**config.mk**
```make
export PLATFORM = sky130hd
export DESIGN_NAME = uart_rx_fifo
export DESIGN_NICKNAME = d
export VERILOG_FILES = /design/src/rtl/uart_rx_fifo_pkg.sv /design/src/rtl/uart_rx_fifo.sv
export SDC_FILE = /design/constraint.sdc
export NUM_CORES = 1
export LEC_CHECK = 0
export ABC_AREA = 1
export CORE_ASPECT_RATIO = 0.9
export CORE_MARGIN = 2
export CORE_UTILIZATION = 51
export DETAILED_ROUTE_END_ITERATION = 16
export GPL_TIMING_DRIVEN = 0
export PLACE_DENSITY_LB_ADDON = 0.3
export SLEW_MARGIN = 40
export SYNTH_ARGS = -nofsm -noshare
export SYNTH_HDL_FRONTEND = slang
export SYNTH_SLANG_ARGS = --single-unit
export TNS_END_PERCENT = 20
```
**constraint.sdc**
```tcl
create_clock -name clk -period 4.79 [get_ports clk]
set_clock_uncertainty 0.05 [all_clocks]
set_input_delay 0.958 -clock clk [delete_from_list [all_inputs] [get_ports clk]]
set_output_delay 0.958 -clock clk [all_outputs]
set_load 0.02 [all_outputs]
```
**src/rtl/uart_rx_fifo_pkg.sv**
```systemverilog
// Shared UART receive-path definitions: byte width and default FIFO sizing.
package uart_rx_fifo_pkg;

    localparam int unsigned UART_DATA_W    = 8;
    localparam int unsigned FIFO_DEPTH     = 16;
    localparam int unsigned FIFO_AFULL_LVL = 12;

endpackage

```
**src/rtl/uart_rx_fifo.sv**
```systemverilog
// Receive byte FIFO behind the UART receiver: show-ahead valid/ready output,
// fill level, almost-full and a sticky overflow flag for bytes dropped while full.
module uart_rx_fifo
    import uart_rx_fifo_pkg::*;
#(
    parameter int unsigned DATA_W    = UART_DATA_W,
    parameter int unsigned DEPTH     = FIFO_DEPTH,
    parameter int unsigned AFULL_LVL = FIFO_AFULL_LVL
) (
    input  logic                       clk,
    input  logic                       rst_n,
    input  logic [DATA_W-1:0]          in_data,
    input  logic                       in_valid,
    output logic [DATA_W-1:0]          out_data,
    output logic                       out_valid,
    input  logic                       out_ready,
    output logic [$clog2(DEPTH):0]     count,
    output logic                       empty,
    output logic                       full,
    output logic                       almost_full,
    output logic                       overflow,
    input  logic                       ovf_clr
);

    localparam int unsigned AW = $clog2(DEPTH);
    localparam int unsigned PW = AW + 1;

    logic [DATA_W-1:0] r_mem [DEPTH];
    logic [PW-1:0]     r_wr_ptr;
    logic [PW-1:0]     r_rd_ptr;
    logic              r_overflow;

    logic [PW-1:0]     w_count;
    logic              w_empty;
    logic              w_full;
    logic              w_pop;
    logic              w_push;
    logic              w_drop;

    // Status is derived only from the registered pointers.
    assign w_count = r_wr_ptr - r_rd_ptr;
    assign w_empty = (r_wr_ptr == r_rd_ptr);
    assign w_full  = (r_wr_ptr[AW] != r_rd_ptr[AW]) &&
                     (r_wr_ptr[AW-1:0] == r_rd_ptr[AW-1:0]);

    // A pop frees the slot, so a write into a full FIFO is still accepted that cycle.
    assign w_pop  = !w_empty && out_ready;
    assign w_push = in_valid && (!w_full || w_pop);
    assign w_drop = in_valid && w_full && !w_pop;

    always_ff @(posedge clk) begin
        if (!rst_n) begin
            r_wr_ptr   <= '0;
            r_rd_ptr   <= '0;
            r_overflow <= 1'b0;
        end else begin
            if (w_push) begin
                r_wr_ptr <= r_wr_ptr + PW'(1);
            end
            if (w_pop) begin
                r_rd_ptr <= r_rd_ptr + PW'(1);
            end
            // A new drop wins over a clear in the same cycle.
            if (w_drop) begin
                r_overflow <= 1'b1;
            end else if (ovf_clr) begin
                r_overflow <= 1'b0;
            end
        end
    end

    // Storage is not reset; contents are meaningless until written.
    always_ff @(posedge clk) begin
        if (rst_n && w_push) begin
            r_mem[r_wr_ptr[AW-1:0]] <= in_data;
        end
    end

    assign out_data    = w_empty ? '0 : r_mem[r_rd_ptr[AW-1:0]];
    assign out_valid   = !w_empty;
    assign count       = w_count;
    assign empty       = w_empty;
    assign full        = w_full;
    assign almost_full = (w_count >= PW'(AFULL_LVL));
    assign overflow    = r_overflow;

endmodule

```
==> run metrics <==
initial antenna violation count 0; Clk pwr share 0.394; Total GRT Usage 0.2407; drt wl/cell 18.32 µm; period utilisation layout 0.7919; end of the critical path out_data[7]; crit-path most repeated cell nand2_1; setup TNS 0 ns; Startpoint Class register; met3 track demand over resource 0.05720; worst skew pair latency 0.42 ns; most common cell after layout, fill and taps aside nand2_1; commonest cells after routing, fill and taps aside nand2_1 (195), edfxtp_1 (128), nand3_1 (106), clkdlybuf4s50_1 (30), nor2_1 (20); end of the worst register-to-register path r_mem[3][2]; Gate power share 0.184; synthesized instance count 566; GR peak layer met2; Post-CTS Resized 0; FF-to-FF path depth 10; HPWL after DPL 9.477 mm; Worst Max-Slew Pin Slew 0.8390 ns; run status finished clean; RSZ-0062 raised after global routing false; core area 11,570 µm²; # IOs 31; crit path from r_wr_ptr[0]; I/O Buffers 30; largest cells by area after synthesis edfxtp_1 (63%), nand2_1 (12%), nand3_1 (8.7%); clock sink count 143; clk root buf clkbuf_16; Hold/Removal Path Class reg -> reg; slowest stage delay, CP 0.64 ns; max_slew headroom 0.4386; Area Overhead vs Synth 17.72%; total CTS buffers 17; Post-DRT Antenna Nets 0; FF+latch count, synth 143; Vias/cell 5.545; Initial Util 0.5282; CTS tree built; CP Data Required Time 3.78 ns; Clock Path Buffers 2; Worst EP arrival 2.78 ns; clock transition at the registers of the reported paths 0.06 ns; drt first pass iters 6; grt total ovfl 0; switching power 0.8880 mW; Flop pwr share 0.422; Worst VDD drop 0.2319 mV; Synth area leader edfxtp_1; grt met1 use 0.3255; number of global-route vias before repair 4,158; Max Cap Viol 0; Layout Nets 638; WS Path Type reg -> out; Horiz. Die Dim 119.4 µm; pin count of the biggest net entering global routing 17; number of H-tree levels 4; postcts setup bufs 0; Synthesis Warnings 0; die area 12,880 µm²; R2R setup slack 2.11 ns; worst r2r src r_wr_ptr[0]; total power 3.279 mW; final hold violation count 0; final WL 14.36 mm; DRT iter0 DRCs 616; Final min period 3.793 ns; antenna diode count 0; Chip Height 107.9 µm; met2 GRT Util 0.3703; Sw Share 0.2708; Cell Int Power 2.391 mW; Pins Over Slew Limit 0; worst-path maximum fanout 9; number of hold buffers added after cts 0; first-pass GRT wire length 22.60 mm; via count 4,347; CP Capture Type output port; post-synthesis cell type count 28; Critical-path top delay cell clkdlybuf4s50_1; crit-path cells inv_1 -> ha_1 -> nand2_1 -> nor2_1 -> nand2_1 -> clkinv_1 -> a21oi_1 -> clkdlybuf4s50_1; area share of the largest cell type after synthesis 0.6287; count of final setup violators 0; Syn Nets 589; PwrDens 455.7 nW/µm²; average size of a mapped cell 10.80 µm²; synthesized area 6113 µm²; Leakage Power 2.660 nW; post-synthesis sequential area ratio 0.6779; share of layout cells above drive strength 1 0.08758; Max Clock Freq 0.2636 GHz; gpl congestion 0.8311; Rows 37; DRC viols 0
[cell families (layout without fill, tap and decap cells)]
logic type,after synthesis,after routing,synth area share
flip-flops,143,143,0.6779
XOR/XNOR,8,8,0.01269
buffers and inverters,47,109,0.03356
adder cells (fa/ha/maj),10,10,0.02170
AO/OA/AOI/OAI,23,23,0.01924
AND/OR/NAND/NOR,335,335,0.2350
[metrics by stage]
stage / hold WS (ns) / utilization / cells / worst slack, ns / cell area, µm²
after floorplan: 0.4429 / - / 566 / 1.914 / 6113
after global placement: 0.4098 / 0.5710 / 752 / 1.526 / 6609
after detailed placement: 0.4168 / 0.5710 / 752 / 1.473 / 6609
after CTS: 0.4276 / 0.6210 / 784 / 1.019 / 7187
after global routing: 0.4541 / 0.6218 / 784 / 0.8203 / 7197
final: 0.4250 / 0.6218 / 784 / 0.9970 / 7197
[critical path: cells and delay by family, from the launching register on]
kind                     cells  cell delay (ns)
buffers and inverters        3             1.02
flip-flops                   1             0.42
adder cells (fa/ha/maj)      1             0.34
AND/OR/NAND/NOR              3             0.32
AO/OA/AOI/OAI                1             0.25
[Yosys cell counts]
cell,count
fa_1,1
clkinv_1,1
xnor2_2,1
dfxtp_1,15
nand2_1,195
nor2_2,1
edfxtp_1,128
a21o_1,1
nor2_1,24
buf_1,2
nor2_4,1
nand3_1,106
inv_1,18
xor2_1,6
xnor2_1,1
inv_2,1
nand2_4,3
buf_2,12
inv_4,1
nand2_2,1
a21oi_1,19
nand3b_1,2
o21ai_0,3
clkbuf_1,11
nor3_1,1
ha_1,9
buf_8,1
nand4_1,1
[sequential cells by signal, summed over array words and instances, names as in the netlist, named ones only]
register,cells
r_wr_ptr,5
r_rd_ptr,5
overflow,1
r_mem,128
[worst min-delay path by stage]
stage                 from  cells after the start     endpoint  slack, ns
2_1_floorplan  r_wr_ptr[4]                      2  r_wr_ptr[4]       0.44
3_3_place_gp      overflow                      2     overflow       0.41
3_5_place_dp      overflow                      2     overflow       0.42
4_1_cts           overflow                      2     overflow       0.43
5_1_grt           overflow                      2     overflow       0.45
6_report          overflow                      2     overflow       0.42
[power by group through the flow]
stage / registers (mW) / logic (mW) / clock network, mW
floorplan: 1.41 / 0.356 / 0
global placement: 1.41 / 0.581 / 0
detailed placement: 1.41 / 0.592 / 0
CTS: 1.38 / 0.599 / 1.30
global route: 1.39 / 0.658 / 1.35
finish: 1.38 / 0.604 / 1.29
[area by class of cell]
class	instances	area [µm²]
plain buffers	26	123.9
clock buffers	18	429.2
clock inverters	14	148.9
fillers	908	4377
inverters	21	81.33
multi-input cells	376	1774
flip-flops and latches	143	4144
well taps	156	195.2
repair buffers	30	300.3
[metal layers]
layer	vias up	part of all wire
met5	-	0
met2	216	0.47
met1	2065	0.43
met3	29	0.078
li1	2037	-
met4	0	0.025
Note: power is estimated with default switching activity, not from simulation.
